### src/rtl/pulse_burst_tx.sv
// Burst pulse generator: sends start_count single-cycle pulses spaced by GAP idle cycles, with a modulo-MOD tally.
// Latency: first pulse in the cycle after the handshake, done one cycle after the last pulse.
// Backpressure: start_ready is high only in IDLE; requests seen in any other state are dropped, not queued.
module pulse_burst_tx #(
    parameter int GAP = 1,
    parameter int MOD = 5
) (
    input  logic       clk,
    input  logic       reset,
    input  logic       start_valid,
    input  logic [2:0] start_count,
    output logic       start_ready,
    output logic       pulse_out,
    output logic       busy,
    output logic       done,
    output logic       wrap,
    output logic [2:0] tally
);

    localparam logic [1:0] S_IDLE  = 2'd0;
    localparam logic [1:0] S_PULSE = 2'd1;
    localparam logic [1:0] S_GAP   = 2'd2;
    localparam logic [1:0] S_DONE  = 2'd3;

    localparam logic [2:0] TALLY_TOP = 3'(MOD - 1);
    localparam logic [3:0] GAP_LOAD  = 4'(GAP - 1);

    logic [1:0] state;
    logic [2:0] remaining;
    logic [3:0] gap_cnt;

    always_ff @(posedge clk or negedge reset) begin
        if (!reset) begin
            state     <= S_IDLE;
            remaining <= 3'd0;
            gap_cnt   <= 4'd0;
            tally     <= 3'd0;
        end else begin
            case (state)
                S_IDLE: begin
                    if (start_valid) begin
                        if (start_count == 3'd0) begin
                            state <= S_DONE;
                        end else begin
                            remaining <= start_count;
                            state     <= S_PULSE;
                        end
                    end
                end
                S_PULSE: begin
                    remaining <= remaining - 3'd1;
                    tally     <= (tally == TALLY_TOP) ? 3'd0 : tally + 3'd1;
                    if (remaining == 3'd1) begin
                        state <= S_DONE;
                    end else if (GAP == 0) begin
                        state <= S_PULSE;
                    end else begin
                        gap_cnt <= GAP_LOAD;
                        state   <= S_GAP;
                    end
                end
                S_GAP: begin
                    if (gap_cnt == 4'd0) begin
                        state <= S_PULSE;
                    end else begin
                        gap_cnt <= gap_cnt - 4'd1;
                    end
                end
                S_DONE: begin
                    state <= S_IDLE;
                end
                default: begin
                    state <= S_IDLE;
                end
            endcase
        end
    end

    // All outputs decode from registers only, so nothing flows combinationally from the inputs.
    assign start_ready = (state == S_IDLE);
    assign busy        = (state != S_IDLE);
    assign pulse_out   = (state == S_PULSE);
    assign done        = (state == S_DONE);
    assign wrap        = (state == S_PULSE) && (tally == TALLY_TOP);

endmodule

### config.mk
export PLATFORM = sky130hd
export DESIGN_NAME = pulse_burst_tx
export DESIGN_NICKNAME = d
export VERILOG_FILES = /design/src/rtl/pulse_burst_tx.sv
export SDC_FILE = /design/constraint.sdc
export NUM_CORES = 1
export LEC_CHECK = 0
export CORE_AREA = 2 2 53 55
export CTS_CLUSTER_DIAMETER = 200
export CTS_CLUSTER_SIZE = 10
export DETAILED_ROUTE_END_ITERATION = 16
export DIE_AREA = 0 0 55 57
export HOLD_SLACK_MARGIN = 0.06
export PLACE_DENSITY = 0.52
export SETUP_SLACK_MARGIN = 0.4
export SYNTH_ARGS = -nofsm -noshare
export SYNTH_HDL_FRONTEND = slang
export SYNTH_SLANG_ARGS = --single-unit
### constraint.sdc
create_clock -name clk -period 1.7 [get_ports clk]
set_input_delay 0.34 -clock clk [delete_from_list [all_inputs] [get_ports clk]]
set_output_delay 0.34 -clock clk [all_outputs]
set_load 0.05 [all_outputs]
==> results of run 1 <==
==> state kept, by name, summed over array words and instances, names as in the netlist <==
name	count
remaining	3
state	2
tally	3
gap_cnt	4
==> report_power, final <==
part / switching [W] / total [W] / leakage, nW / internal (W)
sequential: 0.0000954 / 0.000480 / 0.149 / 0.000384
clock: 0.000102 / 0.000233 / 0.0210 / 0.000130
combinational: 0.00102 / 0.00202 / 0.465 / 0.00100
==> layer usage <==
metal / vias to the layer above / global-route usage (%)
met4: 0 / 4.18
met2: 22 / 24.0
met5: - / 0
li1: 427 / -
met3: 4 / 1.57
met1: 424 / 20.2
==> cell type report <==
cell class                 instances  area (um2)  share of cell area [%]
sequential                        12         303                    20.7
tap                               31        38.8                    2.65
multi-input combinational         68         618                    42.3
clock buffer                       4        36.3                    2.48
timing repair buffer              41         415                    28.4
inverter                          12        51.3                    3.51
==> path summary, 6_finish.rpt <==
kind	startpoint	to	cells past startpoint	slack, ps
max in group asynchronous	reset	tally[0]$_DFFE_PN0N_	2	1160
max	tally[0]$_DFFE_PN0N_	wrap	5	80
min reg2reg	tally[2]$_DFFE_PN0N_	tally[2]$_DFFE_PN0N_	1	530
max reg2reg	state[0]$_DFFE_PN0P_	remaining[2]$_DFFE_PN0P_	5	120
min	reset	gap_cnt[0]$_DFFE_PN0P_	2	360
min in group clk	tally[2]$_DFFE_PN0N_	tally[2]$_DFFE_PN0N_	1	530
==> per-stage QoR <==
step / power, W / utilization (%) / cell area [um2] / hold WS (ps)
floorplan: 0.00151 / - / 907 / 44.4
global placement: 0.00192 / 43.8 / 1150 / 508
detailed placement: 0.00193 / 43.8 / 1150 / 530
CTS: 0.00239 / 50.0 / 1310 / 368
global route: 0.00293 / 55.9 / 1460 / 363
finish: 0.00274 / 55.9 / 1460 / 361
==> cell families (layout without fill, tap and decap cells) <==
| group | count (synthesis) | count (layout) | share of synthesized area (%) |
|---|---|---|---|
| simple gates | 30 | 30 | 19.6 |
| compound gates | 27 | 27 | 22.5 |
| buf+inv | 14 | 57 | 6.37 |
| flops | 12 | 12 | 35.6 |
| fa+ha+maj | 10 | 10 | 14.8 |
| mux | 1 | 1 | 1.19 |
==> cells in the final DEF (no fill, tap or decap), types with 2 or more instances in the layout <==
| cell type | instances |
|---|---|
| inv_2 | 5 |
| nand2_1 | 6 |
| buf_4 | 27 |
| buf_6 | 2 |
| o2bb2ai_1 | 2 |
| nand2b_1 | 3 |
| nor3_1 | 2 |
| buf_12 | 7 |
| dfrtp_2 | 2 |
| nor2_1 | 3 |
| ha_4 | 3 |
| clkdlybuf4s50_1 | 5 |
| ha_1 | 6 |
| inv_1 | 5 |
| clkbuf_4 | 3 |
| dfrtp_1 | 10 |
| o21ai_0 | 3 |
| a21oi_1 | 3 |
| nand3_1 | 4 |
==> timing repair <==
item                                   CTS  global route
setup endpoints to repair               14            15
endpoints found under the hold margin    0             0
resized for setup                       12            14
pin swaps                                2             8
hold buffers                             0             0
buffers inserted                        10            11
==> critical path: cells and delay by family (launching register included) <==
family                     cells  cell delay (ps)
buffers and inverters          2              210
adders and majority gates      1              180
and+or+nand+nor                2              200
DFF                            1              420
==> metrics, run 1 <==
Initial Util=32.3%; Worst path slowest cell=dfrtp_2; Die Y=57 um; CP endpoint kind=primary output; total grt overflow=0; CP Data Required Time=1360 ps; n_diodes=0; Worst setup SP type=register; RSZ-0062 raised after global routing=yes; # IOs=14; met2 wirelength from detailed routing=1070 um; share of cells above drive strength 1=49.6%; Max Used Layer=met4; WP data arrival=1280 ps; setup TNS=0 ps; crit path kind=reg -> out; # H-tree levels=1; WL met1=1030 um; FILL cells=218; CP max FO=3; Seq cells post-synth=12; count of input and output buffers=13; die area=3140 um2; leak pwr=0.635 nW; CTS tree=done; DR iter-0 viols=5; Yosys cell types=36; sequential area share after synthesis=35.6%; commonest cells in the synthesized netlist=dfrtp_1 (12), inv_1 (12), ha_1 (10); EDFF count, synth=0; core area=2620 um2; main flop type after synthesis=dfrtp_1; status=complete, no violations; Rel. slew slack=75.9%; clock sinks=12; share of the synthesized area in the top cell type=35.6%; Vias/cell=5.22; final cell count without fillers=168; Post-DP HPWL=1420 um; DRT Pass-1 Iters=6; top post-synthesis cells by area=dfrtp_1 (36%), ha_1 (15%), inv_1 (5.3%), nand2_1 (3.1%), nand2b_1 (3.0%); worst-skew pair later-pin latency=280 ps; Post-Route Skew=8.23 ps; WL met3=77 um; Min Clock Period, post-route=1620 ps; DRC=0; dpl ws=-82.9 ps; cells after synthesis=94; total vias in the final route=877; Die X=55 um; Cell Chain, Critical Path=inv_2, ha_2, nand2_2, nor2_4, buf_12; fin. max-slew vios=0; Synth async-reset ratio=100%; final setup violating endpoints=0; Placer Congestion=0.770; initial antenna violation count=0; VDD IR-drop max=0.00142 V; Num CTS Buffers=3; deepest clock path buffer count=2; Final WS setup=77.3 ps; final hold violations=0; YS warnings=0; clock-pin slew on the worst setup and hold paths=80 ps; Final #Nets=154; ANT nets after route=0; CTS root buffer=clkbuf_4; Area Growth Syn to Fin=73.2%; cell area power density=1870 nW/um2; Post-Synthesis Net Count=110; class of the worst hold path=in -> async; Avg WL per Cell=13.2 um; first-pass GRT wire length=3500 um; Tcrit/Tclk final=95.5%; row cnt=19; # placed instances=143; Worst Max-Slew Pin Slew=358 ps; Fmax=0.616 GHz; max-cap violation count=0; All-Layer GR Usage=14.7%; Synth area leader=dfrtp_1; vias in the first global route=821; area of the mapped netlist=845 um2; total wire length=2210 um; largest net degree at the start of global routing=15; Synth Area per Inst=8.98 um2; Max stage delay on crit path=420 ps
(Power assumes the default switching activity.)
==> run 2, diff against run 1 <==
==> constraint.sdc (replaced) <==
create_clock -name clk -period 1.7 [get_ports clk]
set_input_delay 0.34 -clock clk [delete_from_list [all_inputs] [get_ports clk]]
set_output_delay 0.34 -clock clk [all_outputs]
set_load 0.1 [all_outputs]
==> metrics, run 2 (synthesized netlist as in run 1, its figures left out) <==
Worst setup SP type=register; Fmax=0.596 GHz; Worst Reg-to-Reg Cells=6; CTS tree=done; most frequent cells in the layout=buf_4 (22), buf_6 (11), buf_12 (9), dfrtp_1 (8); largest net degree at the start of global routing=13; FILL cells=211; DRC=0; Initial Util=32.3%; class of the worst hold path=in -> async; total wire length=2490 um; count of input and output buffers=13; worst-skew pair later-pin latency=270 ps; reg2reg end=state[0]$_DFFE_PN0P_; commonest non-fill, non-tap cell in the layout=buf_4; Largest Register=gap_cnt; fin. max-slew vios=0; CP endpoint kind=primary output; All-Layer GR Usage=17.0%; Util after Layout=63.3%; worst r2r src=state[0]$_DFFE_PN0P_; Die Y=57 um; crit path kind=reg -> out; final setup violating endpoints=0; # placed instances=143; total vias in the final route=894; final hold violations=0; ANT nets after route=0; Post-DP HPWL=1450 um; Avg WL per Cell=14.3 um; status=complete, no violations; max reg flops=4; Rel. slew slack=77.0%; Min Clock Period, post-route=1680 ps; final cell count without fillers=174; total grt overflow=0; clock sinks=12; Area Growth Syn to Fin=96.0%; # H-tree levels=1; CP Data Required Time=1360 ps; Post-Route Skew=3.39 ps; leak pwr=0.718 nW; Fin Hold WS=365 ps; # IOs=14; largest registers=gap_cnt: 4 flops, remaining: 3 flops, tally: 3 flops; CP max FO=4; met3 Use GR=2.62%; Most Used Layer, Global Route=met2; deepest clock path buffer count=2; setup TNS=0 ps; row cnt=19; Num CTS Buffers=3; Die X=55 um; core area=2620 um2; GRT met1 Usage=22.7%; vias in the first global route=879; VDD IR-drop max=0.00147 V; first-pass GRT wire length=3980 um; met2 usage=27.7%; final non-filler cell area=1660 um2; Tcrit/Tclk final=98.7%; die area=3140 um2; setup slack, reg-to-reg=80 ps; CTS root buffer=clkbuf_4; Placer Congestion=0.691; DP Area=1190 um2; Vias/cell=5.14; max-cap violation count=0; DR iter-0 viols=17; DRT Pass-1 Iters=4; n_diodes=0; RSZ-0062 raised after global routing=yes; Worst Max-Slew Pin Slew=342 ps; share of cells above drive strength 1=58.7%; Final #Nets=160; clock-pin slew on the worst setup and hold paths=80 ps; cell area power density=2110 nW/um2; initial antenna violation count=0; WP data arrival=1340 ps
==> run 2: changes by cell type in the layout (fill, tap and decap cells not counted), moves of 3 or more <==
cell | previous run | this run
clkdlybuf4s50_1 | 5 | 2
buf_4 | 27 | 22
ha_1 | 6 | 3
buf_6 | 2 | 11
ha_4 | 3 | 6
==> run 2: report_power, final <==
part	total (W)	switching [W]	internal (W)
sequential	0.000514	0.000116	0.000399
combinational	0.00275	0.00148	0.00127
clock	0.000231	0.000101	0.000130
total	0.00349	0.00169	0.00180
==> run 2: layout make-up <==
cell class                 instances  area (um2)  area share (%)
tap                               31        38.8            2.34
clock buffer                       4        36.3            2.19
timing repair buffer              47         519            31.4
multi-input combinational         68         694            42.0
inverter                          12        56.3            3.40
sequential                        12         310            18.7
==> run 2: worst max path at each step <==
stage | slack, ps | to | from | cells after the start
2_1_floorplan | -270 | state[1]$_DFFE_PN0P_ | state[0]$_DFFE_PN0P_ | 6
3_3_place_gp | -20 | remaining[2]$_DFFE_PN0P_ | start_count[1] | 4
3_5_place_dp | -50 | remaining[2]$_DFFE_PN0P_ | start_count[1] | 4
4_1_cts | 40 | wrap | tally[1]$_DFFE_PN0N_ | 5
5_1_grt | -20 | busy | state[0]$_DFFE_PN0P_ | 4
6_report | 20 | busy | state[0]$_DFFE_PN0P_ | 4
==> run 2: metal layers <==
metal | up-vias | part of all wire (%)
met3 | 6 | 2.0
met1 | 439 | 42
li1 | 439 | -
met2 | 10 | 54
met4 | 0 | 1.8
met5 | - | 0
==> run 2: worst max-delay path, stage by stage (launching register included) <==
cell	delay, ps
dfrtp_2	460
inv_2	90
ha_4	190
clkinvlp_4	140
buf_12	180
==> run 2: through the flow <==
| step | setup WS [ps] | total power, W |
|---|---|---|
| finish | 21.3 | 0.00349 |
| floorplan | -268 | 0.00186 |
| global route | -19.6 | 0.00368 |
| global placement | -24.0 | 0.00238 |
| CTS | 42.0 | 0.00314 |
| detailed placement | -50.0 | 0.00240 |
==> run 2: what timing repair did <==
item | in CTS | in global routing
resized for setup | 28 | 22
hold buffers | 0 | 0
setup buffers | 21 | 6
endpoints found under the setup margin | 16 | 16
pin swaps | 10 | 12
==> run 3, diff against run 2 <==
MAX_ROUTING_LAYER = met4   (was default)
==> metrics, run 3 (synthesized netlist as in run 1, its figures left out) <==
Largest Register=gap_cnt; Num CTS Buffers=3; CP endpoint kind=primary output; Final #Nets=160; total wire length=2490 um; worst r2r src=state[0]$_DFFE_PN0P_; Initial Util=32.3%; crit path kind=reg -> out; Worst Max-Slew Pin Slew=341 ps; Die Y=57 um; Worst setup SP type=register; Placer Congestion=0.699; DRC=0; leak pwr=0.718 nW; Post-Route Skew=3.41 ps; setup slack, reg-to-reg=80 ps; Register Area=310 um2; commonest non-fill, non-tap cell in the layout=buf_4; CP max FO=4; max reg flops=4; max-cap violation count=0; final hold violations=0; final setup violating endpoints=0; Seq pwr share=14.7%; CTS tree=done; Tcrit/Tclk final=98.8%; VDD IR-drop max=0.00147 V; status=complete, no violations; deepest clock path buffer count=2; final cell count without fillers=174; clock sinks=12; # IOs=14; Rel. slew slack=77.1%; CTS root buffer=clkbuf_4; Comb pwr share=78.7%; total grt overflow=0; vias in the first global route=879; area of the multi-input gates=694 um2; RSZ-0062 raised after global routing=yes; core area=2620 um2; # placed instances=143; Worst Reg-to-Reg Cells=6; reg2reg end=state[0]$_DFFE_PN0P_; DRT Pass-1 Iters=4; # H-tree levels=1; clock-pin slew on the worst setup and hold paths=80 ps; FILL cells=211; Fmax=0.596 GHz; cell area power density=2110 nW/um2; n_diodes=0; DR iter-0 viols=18; count of input and output buffers=13; Min Clock Period, post-route=1680 ps; initial antenna violation count=0; Area Growth Syn to Fin=96.0%; Sw Ratio=48.5%; largest net degree at the start of global routing=13; Switching Power=0.00169 W; Die X=55 um; largest registers=gap_cnt: 4 flops, remaining: 3 flops, tally: 3 flops; clock network power share=6.6%; worst-skew pair later-pin latency=270 ps; All-Layer GR Usage=17.5%; final non-filler cell area=1660 um2; ANT nets after route=0; fin. max-slew vios=0; most frequent cells in the layout=buf_4 (22), buf_6 (11), buf_12 (9), dfrtp_1 (8); die area=3140 um2; row cnt=19; CP Data Required Time=1360 ps; first-pass GRT wire length=3980 um; total vias in the final route=901; Vias/cell=5.18; Cell Int Power=0.00180 W; share of cells above drive strength 1=58.7%; Pwr Total=0.00349 W; Post-DP HPWL=1450 um; WP data arrival=1340 ps; Avg WL per Cell=14.3 um; setup TNS=0 ps; DP Area=1190 um2; class of the worst hold path=in -> async
run 3: final cells by class:
type / count / share of cell area (%)
flip-flops and latches: 12 / 18.7
clock buffers: 4 / 2.19
multi-input cells: 68 / 42.0
well taps: 31 / 2.34
inverters: 12 / 3.40
repair buffers: 47 / 31.4
run 3: timing repair:
item | CTS | global route
setup buffers | 21 | 6
pin swaps | 10 | 12
resized for setup | 28 | 22
hold buffers | 0 | 0
setup endpoints to repair | 16 | 16
run 3: how the worst max path moves through the flow:
stage,startpoint,end,slack (ps),cells past startpoint
floorplan,state[0]$_DFFE_PN0P_,state[1]$_DFFE_PN0P_,-270,6
global placement,start_count[1],remaining[2]$_DFFE_PN0P_,-20,4
detailed placement,start_count[1],remaining[2]$_DFFE_PN0P_,-50,4
CTS,tally[1]$_DFFE_PN0N_,wrap,40,5
global route,state[0]$_DFFE_PN0P_,busy,-20,4
finish,state[0]$_DFFE_PN0P_,busy,20,4
run 3: worst max-delay path, stage by stage (launching register included):
cell and delay, ps:
dfrtp_2 460, inv_2 90, ha_4 190, clkinvlp_4 140, buf_12 180
run 3: layer usage:
layer / vias to the layer above / share of wire (%) / track usage, %
met1: 443 / 42 / 22.7
met5: - / 0 / -
met3: 6 / 2.1 / 2.62
li1: 440 / - / -
met2: 12 / 54 / 27.7
met4: 0 / 1.8 / 5.57
run 3: power by group through the flow:
stage	logic [W]	registers (W)	clock network (W)
final	0.00275	0.000512	0.000231
after global routing	0.00290	0.000524	0.000255
after CTS	0.00240	0.000497	0.000241
after detailed placement	0.00188	0.000518	0
after global placement	0.00187	0.000513	0
after floorplan	0.00115	0.000708	0
run 3: metrics by stage:
stage | hold WS (ps) | worst slack (ps) | utilization (%)
6_report | 365 | 20.9 | 63.3
5_1_grt | 378 | -19.6 | 63.3
4_1_cts | 360 | 42.0 | 57.1
3_5_place_dp | 516 | -50.0 | 45.6
3_3_place_gp | 504 | -24.0 | 45.6
2_1_floorplan | 44.4 | -268 | -
